--- src/rtl/keypad_scanner.sv ---
// 4x5 matrix keypad scanner: column drive, row synchronisation, per-scan
// key classification and a debounce FSM producing one newkey strobe per press.
module keypad_scanner #(
  parameter int unsigned SCAN_DIV = 1000,
  parameter int unsigned DEBOUNCE = 4
) (
  input  logic       clock,
  input  logic       reset,
  input  logic [3:0] row_n,
  output logic [4:0] col_n,
  output logic       newkey,
  output logic [4:0] keycode,
  output logic       keydown
);

  localparam int unsigned DIV_W = (SCAN_DIV > 1) ? $clog2(SCAN_DIV) : 1;
  localparam int unsigned CNT_W = $clog2(DEBOUNCE + 1);
  localparam logic [DIV_W-1:0] DIV_LAST = DIV_W'(SCAN_DIV - 1);
  localparam logic [CNT_W-1:0] DB_MAX   = CNT_W'(DEBOUNCE);

  typedef enum logic [1:0] {IDLE, CAND, PRESSED, RELEASE} state_t;

  logic [3:0]       row_meta;
  logic [3:0]       row_sync;
  logic [DIV_W-1:0] div_cnt;
  logic [2:0]       col_idx;
  logic [1:0]       acc_n;
  logic [4:0]       acc_code;
  state_t           state;
  logic [4:0]       cand;
  logic [CNT_W-1:0] cnt;

  logic             slot_end;
  logic             scan_end;
  logic [2:0]       hits;
  logic [4:0]       hit_code;
  logic [2:0]       sum_n;
  logic [1:0]       tot_n;
  logic [4:0]       tot_code;
  logic             single;
  logic             none;
  logic [CNT_W-1:0] cnt_inc;

  assign slot_end = (div_cnt == DIV_LAST);
  assign scan_end = slot_end && (col_idx == 3'd4);
  assign cnt_inc  = cnt + CNT_W'(1);

  // Keys seen in the current column, merged with the running scan tally (saturates at 2 = MULTI)
  always_comb begin
    hits     = 3'd0;
    hit_code = 5'd0;
    for (int i = 3; i >= 0; i--) begin
      if (!row_sync[i]) begin
        hits     = hits + 3'd1;
        hit_code = 5'(5 * i) + 5'(col_idx);
      end
    end
    sum_n    = 3'(acc_n) + hits;
    tot_n    = (sum_n >= 3'd2) ? 2'd2 : sum_n[1:0];
    tot_code = (acc_n != 2'd0) ? acc_code : hit_code;
    single   = (tot_n == 2'd1);
    none     = (tot_n == 2'd0);
  end

  // Row synchroniser, column sequencer and per-scan accumulator
  always_ff @(posedge clock or negedge reset) begin
    if (!reset) begin
      row_meta <= 4'hF;
      row_sync <= 4'hF;
      div_cnt  <= '0;
      col_idx  <= 3'd0;
      col_n    <= 5'b11110;
      acc_n    <= 2'd0;
      acc_code <= 5'd0;
    end else begin
      row_meta <= row_n;
      row_sync <= row_meta;
      if (slot_end) begin
        div_cnt <= '0;
        col_idx <= (col_idx == 3'd4) ? 3'd0 : col_idx + 3'd1;
        col_n   <= {col_n[3:0], col_n[4]};
        if (scan_end) begin
          acc_n    <= 2'd0;
          acc_code <= 5'd0;
        end else begin
          acc_n    <= tot_n;
          acc_code <= tot_code;
        end
      end else begin
        div_cnt <= div_cnt + DIV_W'(1);
      end
    end
  end

  // Debounce FSM, stepped once per full scan
  always_ff @(posedge clock or negedge reset) begin
    if (!reset) begin
      state   <= IDLE;
      cand    <= 5'd0;
      cnt     <= '0;
      newkey  <= 1'b0;
      keycode <= 5'd0;
      keydown <= 1'b0;
    end else begin
      newkey <= 1'b0;
      if (scan_end) begin
        case (state)
          IDLE: begin
            if (single) begin
              if (DEBOUNCE == 1) begin
                state   <= PRESSED;
                newkey  <= 1'b1;
                keycode <= tot_code;
                keydown <= 1'b1;
              end else begin
                state <= CAND;
                cand  <= tot_code;
                cnt   <= CNT_W'(1);
              end
            end
          end
          CAND: begin
            if (single) begin
              if (tot_code != cand) begin
                cand <= tot_code;
                cnt  <= CNT_W'(1);
              end else if (cnt_inc == DB_MAX) begin
                state   <= PRESSED;
                newkey  <= 1'b1;
                keycode <= cand;
                keydown <= 1'b1;
              end else begin
                cnt <= cnt_inc;
              end
            end else begin
              state <= IDLE;
            end
          end
          PRESSED: begin
            if (none) begin
              if (DEBOUNCE == 1) begin
                state   <= IDLE;
                keydown <= 1'b0;
              end else begin
                state <= RELEASE;
                cnt   <= CNT_W'(1);
              end
            end
          end
          RELEASE: begin
            if (!none) begin
              state <= PRESSED;
            end else if (cnt_inc == DB_MAX) begin
              state   <= IDLE;
              keydown <= 1'b0;
            end else begin
              cnt <= cnt_inc;
            end
          end
          default: state <= IDLE;
        endcase
      end
    end
  end

endmodule

--- config.mk ---
export PLATFORM = sky130hd
export DESIGN_NAME = keypad_scanner
export DESIGN_NICKNAME = d
export VERILOG_FILES = /design/src/rtl/keypad_scanner.sv
export SDC_FILE = /design/constraint.sdc
export NUM_CORES = 1
export LEC_CHECK = 0
export CAP_MARGIN = 20
export CORE_ASPECT_RATIO = 0.8
export CORE_MARGIN = 4
export CORE_UTILIZATION = 55
export DETAILED_ROUTE_END_ITERATION = 12
export GPL_ROUTABILITY_DRIVEN = 1
export PLACE_DENSITY = 0.75
export SKIP_CTS_REPAIR_TIMING = 1
export SLEW_MARGIN = 20
export SYNTH_ARGS = -nofsm -noshare
export SYNTH_HDL_FRONTEND = slang
export SYNTH_SLANG_ARGS = --single-unit
--- constraint.sdc ---
create_clock -name clock -period 9.91 [get_ports clock]
set_input_delay 1.4865 -clock clock [delete_from_list [all_inputs] [get_ports clock]]
set_output_delay 1.4865 -clock clock [all_outputs]
set_load 0.03 [all_outputs]
==> results.cfg, run 1 <==
[clocking]
path_clk_slew_ps = 90
numCtsBuffers = 5
cts_max_level = 2
cts_tree = built
cts_root_buffer = clkbuf_8
cts_sinks = 50
cts_buffer_depth = 2
insertion_delay_ps = 310

[timing]
rsz0062_at_grt = no
relSlewSlack = 0.597
fin_worst_skew_ps = 10.2
hold_viol = 0
slew_viol_final = 0
fmax_mhz = 273
finalCritPeriodShare = 0.370
worst_pin_slew_ps = 605
finalSetupTns_ps = 0
setup_viol = 0
holdWs_ps = 360
finalCriticalPeriod_ps = 3660

[logic_synthesis]
netlist_instances = 260
ys_seq_area_frac = 0.472
synth_warnings = 0
avgSynthCellArea_sq_um = 10.3
async_reset_ff_frac = 1.00
synth.distinct_cells = 50
yosysMostFrequentCell = dfrtp_1
synth_ff_type = dfrtp_1
synth_area_leaders = dfrtp_1 35%, dfstp_2 12%, ha_1 7.0%
yosysTopAreaCellShare = 0.355
ys_ff_latch = 50
synthesis.nets = 282
netlist_area_sq_mm = 0.00268
synth_commonest_cells = 38 x dfrtp_1, 37 x nand2_1, 22 x o21ai_0, 16 x nor2_1
synth_edf_count = 0
synth.largest_area_cell = dfrtp_1

[global_routing]
grt_pass1_wl_mm = 8.56
gr-usage-all-layers = 0.181
grt_pass1_vias = 1790
grt_overflow_total = 0
grt_max_degree = 51
antenna_found_initial = 0

[drt]
ant_nets = 0
first_pass_iters = 4
vias = 1893
via_per_inst = 5.57
drt_iter0_drc = 115
wl_mm = 4.91
remaining_drc_errors = 0
detail_route.wl_per_cell_um = 14.4

[worst_hold_path]
holdPathEnd = row_sync[3]
hp-start = row_meta[3]
min_path_type = reg -> reg
hold_path_depth = 0

[power_and_ir_drop]
p_leak_nw = 1.33
p_int_w = 0.000268
max-vdd-ir-drop_uv = 103
swShare = 0.244
power_frac_comb = 0.073
power_switching_w = 0.0000866
p_clk_frac = 0.336
power.density_mw_per_mm2 = 119
totalPowerFinal_w = 0.000355
seq_power_share = 0.591

[setup_path]
r2r_end = cand[4]
cp-end-kind = flop
cp_max_fo = 12
arrival_ps = 3860
cp_data_required_time_ps = 10110
r2r_slack_ps = 6250
cp-start-kind = flop
r2r_cells = 12
r2r-start = row_sync[2]
criticalPathCategory = reg -> reg

[die]
die_w_um = 86.1
die_h_um = 70.5
num_io_pins = 18
std_cell_rows = 22
core_sq_mm = 0.00465
dieArea_sq_mm = 0.00606
initial_core_util = 0.576

[final_layout]
diodes = 0
area_growth_syn_to_layout_pct = 11.6
layoutNonFillerInstCount = 340
drive_gt1_frac = 0.132
stdcell_area_sq_mm = 0.00299
fin_nets = 301
fill_cells = 362

[place]
dpl_cell_area_sq_mm = 0.00291
numPlacedInstances = 332
place.gp.congestion = 0.848
portBuffers = 17
dp_hpwl_mm = 3.50

[run]
cap_violations = 0

[run_status]
run_status = finished clean
## worst max-delay path, cell delays in order (launching register included)
cell	delay, ps
dfstp_2	630
inv_1	70
ha_1	320
xnor2_1	230
ha_1	270
mux2_2	270
fa_1	400
xnor2_1	190
xnor2_1	140
nor2_1	300
nand4b_1	170
a21oi_1	220
mux2_2	360
## registers in the layout, indices dropped and copies added (netlist names), 4 cells and up
| signal | cells |
|---|---|
| acc_code | 5 |
| keycode | 5 |
| row_meta | 4 |
| cand | 5 |
| row_sync | 4 |
| div_cnt | 10 |
| col_n | 5 |
## layer usage
metal | vias to the layer above | GRT usage | routed length [um]
li1 | 948 | - | -
met1 | 917 | 0.259 | 2470
met2 | 24 | 0.253 | 2220
met3 | 4 | 0.0601 | 157
met4 | 0 | 0.0650 | 53
met5 | - | 0 | 0
## placed cells by master (no fill, tap or decap), types with 2 or more instances in the layout
master           count
nand2b_1             4
clkdlybuf4s50_1     16
and2_1               2
o2111ai_1            3
a31oi_1              3
o211ai_1             4
dfstp_2             12
inv_1               15
o22ai_1              2
nor2b_1              5
nand3_1              5
and3_1               4
xor2_1               5
a21oi_1              6
nand2_1             37
nor2_1              16
nor4_4               3
dfrtp_1             38
clkbuf_8             5
mux2_2               9
xnor2_1              9
a22o_1               2
nand4b_1             2
ha_1                15
o21ai_0             22
nor3b_1              5
buf_4                2
nand3b_1             4
## cell type report
cell class                      instances  area (sq um)  share of cell area
Inverter                               15          56.3              0.0188
Multi-Input combinational cell        188          1330               0.444
Sequential cell                        50          1270               0.423
Timing Repair Buffer                   19           180              0.0602
Clock buffer                            6          72.6              0.0243
Tap cell                               60          75.1              0.0251
Clock inverter                          2          13.8             0.00460
## per-stage QoR
step / setup WS, ps / util
5_1_grt: 5950 / 0.643
2_1_floorplan: 6410 / -
4_1_cts: 6220 / 0.643
6_report: 6250 / 0.643
3_3_place_gp: 6320 / 0.625
3_5_place_dp: 6250 / 0.625
## cell families (layout without fill, tap and decap cells)
family / after synthesis / count (layout) / synth area share
xor+xnor: 14 / 14 / 0.0457
buf+inv: 22 / 42 / 0.0327
flops: 50 / 50 / 0.472
compound gates: 52 / 52 / 0.126
simple gates: 95 / 95 / 0.199
fa+ha+maj: 16 / 16 / 0.0775
mux: 11 / 11 / 0.0471
## how the worst max path moves through the flow
stage	start	to	slack [ps]	cells past startpoint
floorplan	row_sync[2]	cand[2]	6410	13
global placement	row_sync[2]	cand[4]	6320	12
detailed placement	row_sync[2]	cand[2]	6250	12
CTS	row_sync[2]	cand[2]	6220	12
global route	row_sync[2]	cand[4]	5950	12
finish	row_sync[2]	cand[4]	6250	12
## power by group through the flow
stage / clock (W) / combinational [W] / sequential (W)
after detailed placement: 0 / 0.0000260 / 0.000213
after floorplan: 0 / 0.0000186 / 0.000212
after global routing: 0.000133 / 0.0000292 / 0.000210
after CTS: 0.000123 / 0.0000262 / 0.000210
after global placement: 0 / 0.0000256 / 0.000213
final: 0.000119 / 0.0000257 / 0.000210
Power figures use the tool's default switching activity.
==> run 2: changes to the inputs <==
--- a/config.mk
+++ b/config.mk
@@ -8,10 +8,10 @@
 export CAP_MARGIN = 20
 export CORE_ASPECT_RATIO = 0.8
 export CORE_MARGIN = 4
-export CORE_UTILIZATION = 55
+export CORE_UTILIZATION = 53
 export DETAILED_ROUTE_END_ITERATION = 12
 export GPL_ROUTABILITY_DRIVEN = 1
-export PLACE_DENSITY = 0.75
+export PLACE_DENSITY = 0.76
 export SKIP_CTS_REPAIR_TIMING = 1
 export SLEW_MARGIN = 20
 export SYNTH_ARGS = -nofsm -noshare
==> constraint.sdc (replaced) <==
create_clock -name clock -period 3.2 [get_ports clock]
set_input_delay 0.48 -clock clock [delete_from_list [all_inputs] [get_ports clock]]
set_output_delay 0.48 -clock clock [all_outputs]
set_load 0.03 [all_outputs]
==> run 2 against run 1 <==
Maximum frequency grew 16%; first-iteration DRC count increased by 26%; clock skew shrank 4.1 ps; critical path depth did not move; core utilization grew 3.0 points; largest cell class unchanged; flip-flop and latch count unchanged; highest routed layer unchanged; register-to-register slack lost 6200 ps; power rose to 3.3 times the previous value; non-clock buffer count increased by 11; die area grew 3.4%; cell count is 3.2% higher.
==> results.cfg, run 2 (same netlist as run 1, synthesis figures left out) <==
[clocking]
cts_tree = built
path_clk_slew_ps = 90
cts_sinks = 50
numCtsBuffers = 5
insertion_delay_ps = 300
cts_root_buffer = clkbuf_8
cts_buffer_depth = 2
cts_max_level = 2

[drt]
detail_route.wl_per_cell_um = 15.4
remaining_drc_errors = 0
vias = 2035
wl_mm = 5.42
via_per_inst = 5.80
drt_iter0_drc = 145
ant_nets = 0
first_pass_iters = 4

[global_routing]
gr-usage-all-layers = 0.182
grt_pass1_vias = 1934
grt_overflow_total = 0
grt_max_degree = 51
antenna_found_initial = 0
grt_pass1_wl_mm = 9.07

[place]
dp_hpwl_mm = 3.79
place_ws_ps = -27.5
portBuffers = 17
dpl_cell_area_sq_mm = 0.00302
place.gp.congestion = 0.920

[power_and_ir_drop]
power_frac_comb = 0.103
power.density_mw_per_mm2 = 366
p_leak_nw = 1.42
swShare = 0.232
p_int_w = 0.000896
seq_power_share = 0.554
power_switching_w = 0.000271
max-vdd-ir-drop_uv = 221
p_clk_frac = 0.342

[timing]
worst_pin_slew_ps = 610
setup_ws_ps = 37.4
slew_viol_final = 0
finalCritPeriodShare = 0.988
rsz0062_at_grt = yes
fmax_mhz = 316
relSlewSlack = 0.594
fin_worst_skew_ps = 6.05
finalCriticalPeriod_ps = 3160
hold_viol = 0
setup_viol = 0

[die]
initial_core_util = 0.566
core_sq_mm = 0.00473
die_h_um = 71.6
dieArea_sq_mm = 0.00627
std_cell_rows = 22
die_w_um = 87.5
num_io_pins = 18

[final_layout]
drive_gt1_frac = 0.206
final_common_cell = dfrtp_1
area_growth_syn_to_layout_pct = 18.8
fill_cells = 374
diodes = 0
fin_nets = 312
top_register = div_cnt
stdcell_area_sq_mm = 0.00319
final_cell_mix = 38 x dfrtp_1, 37 x nand2_1, 22 x o21ai_0, 16 x clkdlybuf4s50_1, 15 x nor2_1
largest_reg_flops = 10

[setup_path]
cp-end-kind = flop
r2r_cells = 12
arrival_ps = 3360
cp_top_family = adder cells
r2r-start = row_sync[2]
cpPeakStageDelay_ps = 550
criticalPathCategory = reg -> reg
crit_buf_inv = 1
r2r_slack_ps = 40
cp_data_required_time_ps = 3400
cp_cell_sequence = inv_2, ha_4, xnor2_4, ha_4, mux2_4, fa_2, xnor2_2, xnor2_2, nor2_2, nand4b_1, nand3b_4, mux2_4
r2r_end = keycode[2]
cp_max_fo = 6
critical_path.slowest_cell = dfstp_2
cp-start-kind = flop

[run]
cap_violations = 0

[worst_hold_path]
min_path_type = in -> async

[run_status]
run_status = finished clean
-- run 2: cell count changes in the layout (fill, tap and decap cells not counted), sizes merged --
cell    delta
inv        -1
buf       +11
clkbuf     +1
-- run 2: per-layer routing --
| metal | vias up | GRT usage | part of all wire |
|---|---|---|---|
| met1 | 990 | 0.272 | 0.48 |
| li1 | 964 | - | - |
| met3 | 13 | 0.0356 | 0.057 |
| met4 | 0 | 0.0750 | 0.024 |
| met2 | 68 | 0.259 | 0.44 |
| met5 | - | 0 | 0 |
-- run 2: cell type report --
type | instances | area, sq um | share of cell area
Multi-Input combinational cell | 188 | 1420 | 0.445
Sequential cell | 50 | 1270 | 0.397
Timing Repair Buffer | 30 | 265 | 0.0833
Clock buffer | 7 | 96.3 | 0.0302
Tap cell | 60 | 75.1 | 0.0236
Inverter | 15 | 56.3 | 0.0177
Clock inverter | 1 | 8.76 | 0.00275
-- run 2: metrics by stage --
stage,TNS [ps],instances,utilization,power (W),hold slack (ps)
3_5_place_dp,-57.1,340,0.637,0.000767,347
4_1_cts,-189,348,0.659,0.00117,359
6_report,0,351,0.673,0.00117,183
2_1_floorplan,-82.2,260,-,0.000723,184
3_3_place_gp,0,340,0.637,0.000762,348
5_1_grt,-356,351,0.673,0.00121,233
-- run 2: how the worst max path moves through the flow --
stage,from,to,slack [ps],cells after the start
after floorplan,row_sync[2],keycode[0],-40,13
after global placement,row_sync[3],keycode[0],40,12
after detailed placement,row_sync[3],keycode[0],-30,12
after CTS,row_sync[3],keycode[0],-50,12
after global routing,row_sync[2],keycode[2],-80,12
final,row_sync[2],keycode[2],40,12
-- run 2: power by group through the flow --
stage          sequential, W  clock (W)  combinational [W]
6_report            0.000647   0.000399           0.000121
5_1_grt             0.000648   0.000433           0.000132
4_1_cts             0.000647   0.000415           0.000109
3_5_place_dp        0.000659          0           0.000108
3_3_place_gp        0.000658          0           0.000104
2_1_floorplan       0.000655          0          0.0000678
